$ cat config.mk
export PLATFORM = sky130hd
export DESIGN_NAME = divider_hilo
export DESIGN_NICKNAME = d
export VERILOG_FILES = /design/src/rtl/divider_hilo_pkg.sv /design/src/rtl/divider_hilo_div_step.sv /design/src/rtl/divider_hilo.sv
export SDC_FILE = /design/constraint.sdc
export NUM_CORES = 1
export LEC_CHECK = 0
export BUFFER_PORTS_ARGS = -buffer_cell sky130_fd_sc_hd__buf_4
export CELL_PAD_IN_SITES_DETAIL_PLACEMENT = 1
export CELL_PAD_IN_SITES_GLOBAL_PLACEMENT = 1
export CORE_UTILIZATION = 49
export CTS_CLUSTER_DIAMETER = 150
export DETAILED_ROUTE_END_ITERATION = 8
export PLACE_DENSITY = 0.81
export SYNTH_ARGS = -nofsm -noshare
export SYNTH_HDL_FRONTEND = slang
export SYNTH_SLANG_ARGS = --single-unit
$ cat constraint.sdc
create_clock -name clk -period 8.71 [get_ports clk]
set_clock_uncertainty 0.15 [all_clocks]
set_input_delay 1.742 -clock clk [delete_from_list [all_inputs] [get_ports clk]]
set_output_delay 1.742 -clock clk [all_outputs]
set_load 0.01 [all_outputs]
$ cat src/rtl/divider_hilo_pkg.sv
// Shared definitions for the divider/HI-LO block and the ALU control stage:
// function-code constants and the divider FSM state encoding.
package divider_hilo_pkg;

    localparam int FN_W = 6;

    localparam logic [FN_W-1:0] FN_DIVU      = 6'b011011;
    localparam logic [FN_W-1:0] FN_MFHI      = 6'b010000;
    localparam logic [FN_W-1:0] FN_MFLO      = 6'b010010;
    localparam logic [FN_W-1:0] FN_OPEN_HILO = 6'b111111;
    localparam logic [FN_W-1:0] FN_ADD       = 6'b100000;
    localparam logic [FN_W-1:0] FN_SUB       = 6'b100010;
    localparam logic [FN_W-1:0] FN_AND       = 6'b100100;
    localparam logic [FN_W-1:0] FN_OR        = 6'b100101;
    localparam logic [FN_W-1:0] FN_SLT       = 6'b101010;
    localparam logic [FN_W-1:0] FN_SRL       = 6'b000010;

    typedef enum logic [1:0] {
        ST_IDLE = 2'd0,
        ST_RUN  = 2'd1,
        ST_DONE = 2'd2
    } div_state_t;

endpackage

$ cat src/rtl/divider_hilo_div_step.sv
// One combinational restoring-division step: shift the next dividend bit into
// the partial remainder, subtract the divisor when it fits, record the quotient bit.
module divider_hilo_div_step #(
    parameter int WIDTH = 32
) (
    input  logic [WIDTH:0]   rem_i,
    input  logic [WIDTH-1:0] quo_i,
    input  logic [WIDTH-1:0] divisor_i,
    output logic [WIDTH:0]   rem_o,
    output logic [WIDTH-1:0] quo_o
);

    logic [WIDTH:0] trial_s;
    logic [WIDTH:0] divisor_ext_s;

    assign trial_s       = {rem_i[WIDTH-1:0], quo_i[WIDTH-1]};
    assign divisor_ext_s = {1'b0, divisor_i};

    // Restore (keep the shifted remainder) when the divisor does not fit.
    always_comb begin
        if (trial_s >= divisor_ext_s) begin
            rem_o = trial_s - divisor_ext_s;
            quo_o = {quo_i[WIDTH-2:0], 1'b1};
        end else begin
            rem_o = trial_s;
            quo_o = {quo_i[WIDTH-2:0], 1'b0};
        end
    end

endmodule

$ cat src/rtl/divider_hilo.sv
// Multi-cycle unsigned divider with the architectural HI/LO pair.
// Optional macro DIVU_ZERO_TRAP_EN adds divZero and suppresses the commit on a zero divisor.
module divider_hilo
    import divider_hilo_pkg::*;
#(
    parameter int WIDTH = 32,
    parameter int STEPS = 32
) (
    input  logic             clk,
    input  logic             reset,
    input  logic [WIDTH-1:0] dataA,
    input  logic [WIDTH-1:0] dataB,
    input  logic [5:0]       Signal,
    output logic [WIDTH-1:0] dataOut,
    output logic             busy
`ifdef DIVU_ZERO_TRAP_EN
    ,
    output logic             divZero
`endif
);

    localparam logic [5:0] STEPS_C = 6'(STEPS);

    div_state_t       state_q, state_d;
    logic [WIDTH:0]   rem_q, rem_d;
    logic [WIDTH-1:0] quo_q, quo_d;
    logic [WIDTH-1:0] divisor_q, divisor_d;
    logic [5:0]       cnt_q, cnt_d;
    logic [WIDTH-1:0] hi_q, hi_d;
    logic [WIDTH-1:0] lo_q, lo_d;
    logic             busy_q, busy_d;
    logic             zero_q, zero_d;

    logic [WIDTH:0]   step_rem_s;
    logic [WIDTH-1:0] step_quo_s;

    divider_hilo_div_step #(.WIDTH(WIDTH)) u_div_step (
        .rem_i     (rem_q),
        .quo_i     (quo_q),
        .divisor_i (divisor_q),
        .rem_o     (step_rem_s),
        .quo_o     (step_quo_s)
    );

    // Next-state logic for the FSM, datapath and HI/LO.
    always_comb begin
        state_d   = state_q;
        rem_d     = rem_q;
        quo_d     = quo_q;
        divisor_d = divisor_q;
        cnt_d     = cnt_q;
        hi_d      = hi_q;
        lo_d      = lo_q;
        zero_d    = zero_q;
        case (state_q)
            ST_IDLE: begin
                if (Signal == FN_DIVU) begin
                    quo_d     = dataA;
                    divisor_d = dataB;
                    rem_d     = {(WIDTH+1){1'b0}};
                    cnt_d     = 6'd0;
                    state_d   = ST_RUN;
`ifdef DIVU_ZERO_TRAP_EN
                    zero_d = (dataB == {WIDTH{1'b0}});
                    if (dataB == {WIDTH{1'b0}}) begin
                        state_d = ST_DONE;
                    end else begin
                        state_d = ST_RUN;
                    end
`endif
                end else begin
                    state_d = ST_IDLE;
                end
            end
            ST_RUN: begin
                if (Signal == FN_DIVU) begin
                    rem_d = step_rem_s;
                    quo_d = step_quo_s;
                    cnt_d = cnt_q + 6'd1;
                    if ((cnt_q + 6'd1) == STEPS_C) begin
                        state_d = ST_DONE;
                    end else begin
                        state_d = ST_RUN;
                    end
                end else begin
                    cnt_d   = 6'd0;
                    state_d = ST_IDLE;
                end
            end
            ST_DONE: begin
                if (Signal == FN_OPEN_HILO) begin
                    if (!zero_q) begin
                        hi_d = rem_q[WIDTH-1:0];
                        lo_d = quo_q;
                    end else begin
                        hi_d = hi_q;
                        lo_d = lo_q;
                    end
                    state_d = ST_IDLE;
                end else if (Signal == FN_DIVU) begin
                    state_d = ST_DONE;
                end else begin
                    state_d = ST_IDLE;
                end
            end
            default: begin
                state_d = ST_IDLE;
            end
        endcase
        busy_d = (state_d != ST_IDLE);
    end

    // All state registers, cleared immediately by the asynchronous reset.
    always_ff @(posedge clk or posedge reset) begin
        if (reset) begin
            state_q   <= ST_IDLE;
            rem_q     <= {(WIDTH+1){1'b0}};
            quo_q     <= {WIDTH{1'b0}};
            divisor_q <= {WIDTH{1'b0}};
            cnt_q     <= 6'd0;
            hi_q      <= {WIDTH{1'b0}};
            lo_q      <= {WIDTH{1'b0}};
            busy_q    <= 1'b0;
            zero_q    <= 1'b0;
        end else begin
            state_q   <= state_d;
            rem_q     <= rem_d;
            quo_q     <= quo_d;
            divisor_q <= divisor_d;
            cnt_q     <= cnt_d;
            hi_q      <= hi_d;
            lo_q      <= lo_d;
            busy_q    <= busy_d;
            zero_q    <= zero_d;
        end
    end

    // Read port shows the committed HI/LO only; in-flight results are never forwarded.
    always_comb begin
        case (Signal)
            FN_MFHI: dataOut = hi_q;
            FN_MFLO: dataOut = lo_q;
            default: dataOut = {WIDTH{1'b0}};
        endcase
    end

    assign busy = busy_q;
`ifdef DIVU_ZERO_TRAP_EN
    assign divZero = zero_q;
`endif

endmodule

==> impl_results.md <==
* First drt pass iteration count at 4
* Post-Route WL at 27400 um
* Post-synth top area share at 44.8%
* Core area at 18800 um^2
* CP max-delay cell: nand2_1
* Most used DFF post-synth: dfrtp_1
* Global-route wire length before repair at 44300 um
* Clock tree buffer depth at 2
* DRC at 0
* Slew Limit Fails at 0
* Post-CTS sizing at 0
* CP max FO at 32
* Gate Count Post-Synth at 1014
* Most common library cells after synthesis: dfrtp_1, nand2_1, nor2_1
* LEAKAGE at 5.28 nW
* WP depth at 5
* Initial antenna violation count at 0
* DIE AREA at 19800 um^2
* Unrepaired setup endpoints after global routing: false
* WL met1 at 12900 um
* Max-slew headroom at the worst pin at 17.6%
* Least-Margin Pin Slew at 1.24 ns
* Area contributors post-synth: dfrtp_1, mux2_2, nand2_1
* Worst EP required at 6.82 ns
* Final Wtd Congestion at 0.890
* Final instance area at 10900 um^2
* Crit share post-route at 61.2%
* Final Setup Violations at 0
* Die H at 141 um
* CP startpoint kind: input pin
* Layout cells sized above 1 at 20.6%
* Final hold vios at 0
* CTS Buf Count at 17
* Worst hold endpoint: lo_q[6]
* IO Count at 105
* DR WL met3 at 910 um
* Antenna-violating nets left at 0
* CP Data Arrival Time at 3.44 ns
* Status: finished clean
* Syn Nets at 1120
* Reg2reg start: quo_q[31]
* Hold Path Cell Cnt at 1
* Die X at 141 um
* CP max stage delay at 0.73 ns
* Worst Hold Slack at 0.366 ns
* Min-delay src: lo_q[6]
* Crit path buf inv count at 2
* Rows at 50
* Vias after detailed routing at 7859
* WL per Instance at 20.3 um
* Vias per std cell at 5.82
* Largest net degree at the start of global routing at 96
* Placed cells at 1318
* Setup crit end kind: output port
* Sequential share of the synthesized area at 44.8%
* All-Layer GR Usage at 28.9%
* CTS Hold Bufs at 0
* Number of global-route vias before repair at 8015
* TritonCTS clock tree: done
* Initial cell density of the core at 50.2%
* DP Area at 10300 um^2
* Post-synth EDFFs at 0
* Port-buffer cells at 104
* Mapped Area at 9450 um^2
* H-tree levels at 4
* Setup CP Type: input pin to output port
* Final min period at 5.33 ns
* Max-cap violations at 0
* Worst skew pair latency at 0.45 ns
* Root buffer cell: clkbuf_16
* Fin cells at 1350
* Met2 WL at 13100 um
* Clk pin slew, worst setup/hold paths at 0.07 ns
* CP most frequent cell: buf_4
* Largest delay share family, worst path: simple AND/OR/NAND/NOR gates
* Maximum vdd drop at 0.139 mV
* FF-to-FF End: rem_q[24]
* Top sig layer: met4
* Syn_area_per_cell at 9.32 um^2
* Starting DRT DRC Count at 430
* Diode count at 0
* Fmax at 188 MHz
* Count of cell types in the netlist at 62
* Post-CTS setup buffer count at 0
* Setup_tns at 0 ns
* Most numerous cell in the Yosys netlist: dfrtp_1
* Clock sink count at 169
* R2r worst-path depth at 11
* CP Cell Sequence: buf_4 -> nor4_1 -> nand2_1 -> nor2_1 -> buf_4
* Post-synth ARST share at 100%
* Global route overflow at 0
* Synth Register Bits at 169
* Pwr/cell area at 189 nW/um^2
* Area Overhead vs Synth at 15.8%
* Core Util, Final at 58.1%
* Hpwl dp at 19200 um
* Type of the worst min-delay path: flip-flop to flip-flop
* Flop2flop setup slack at 5.25 ns
* Ys Warns at 0
* Synth area leader: dfrtp_1
* Final #Nets at 1183
## worst reg2reg max path, delay by kind of cell, from the launching register on
kind            cells  cell delay (ns)
compound gates      6             1.65
fa+ha+maj           2             0.68
flops               1             0.44
xor+xnor            1             0.18
simple gates        1             0.17
buf+inv             1             0.09
## flip-flops by register name, indices dropped and copies added (netlist names)
register   flops
hi_q          32
rem_q         32
divisor_q     32
lo_q          32
busy           1
quo_q         32
state_q        2
cnt_q          6
## layer usage
layer	vias to the layer above	track usage (%)
met1	3957	40.5
met4	0	8.75
met3	37	3.94
met5	-	0
met2	169	46.7
li1	3696	-
## power breakdown
group	internal [mW]	leakage (nW)	switching, mW
logic	0.145	2.79	0.228
registers	0.859	2.21	0.0509
clock network	0.439	0.289	0.346
total	1.44	5.28	0.625
## metrics by stage
| stage | total power [mW] | setup slack (ns) |
|---|---|---|
| floorplan | 1.16 | 2.24 |
| global placement | 1.27 | 3.37 |
| detailed placement | 1.29 | 3.21 |
| CTS | 2.08 | 3.39 |
| global route | 2.15 | 3.27 |
| finish | 2.07 | 3.38 |
## logic make-up after synthesis
| group | Yosys count | share of synthesized area [%] |
|---|---|---|
| AO/OA/AOI/OAI | 238 | 16.7 |
| flip-flops | 169 | 44.8 |
| XOR/XNOR | 28 | 2.59 |
| multiplexers | 97 | 11.1 |
| AND/OR/NAND/NOR | 334 | 15.3 |
| adder cells (fa/ha/maj) | 34 | 4.58 |
| buffers and inverters | 114 | 4.96 |
## cell type report
| class | count | area, um^2 |
|---|---|---|
| clock inverter | 13 | 159 |
| fill | 2162 | 7890 |
| multi-input combinational | 731 | 4780 |
| tap | 260 | 325 |
| sequential | 169 | 4230 |
| inverter | 48 | 185 |
| clock buffer | 19 | 443 |
| timing repair buffer | 110 | 826 |
## worst max-delay path by stage
stage,slack (ns),from,endpoint
after detailed placement,3.21,Signal[1],rem_q[27]
after floorplan,2.24,reset,busy
after CTS,3.39,Signal[5],dataOut[21]
after global routing,3.27,Signal[5],dataOut[21]
final,3.38,Signal[5],dataOut[21]
after global placement,3.37,Signal[1],rem_q[27]
## placed cells by master (no fill, tap or decap), types with 16 or more instances in the layout
cell type,n
a21o_1,20
buf_4,110
mux2i_1,32
xnor2_1,16
nand2_1,155
nor2_1,92
clkbuf_16,17
ha_1,33
dfrtp_1,169
a21oi_1,42
o21ai_0,65
a31oi_1,34
inv_1,46
nor3_1,25
mux2_2,65
No activity file was read; power rests on OpenSTA's default activity.
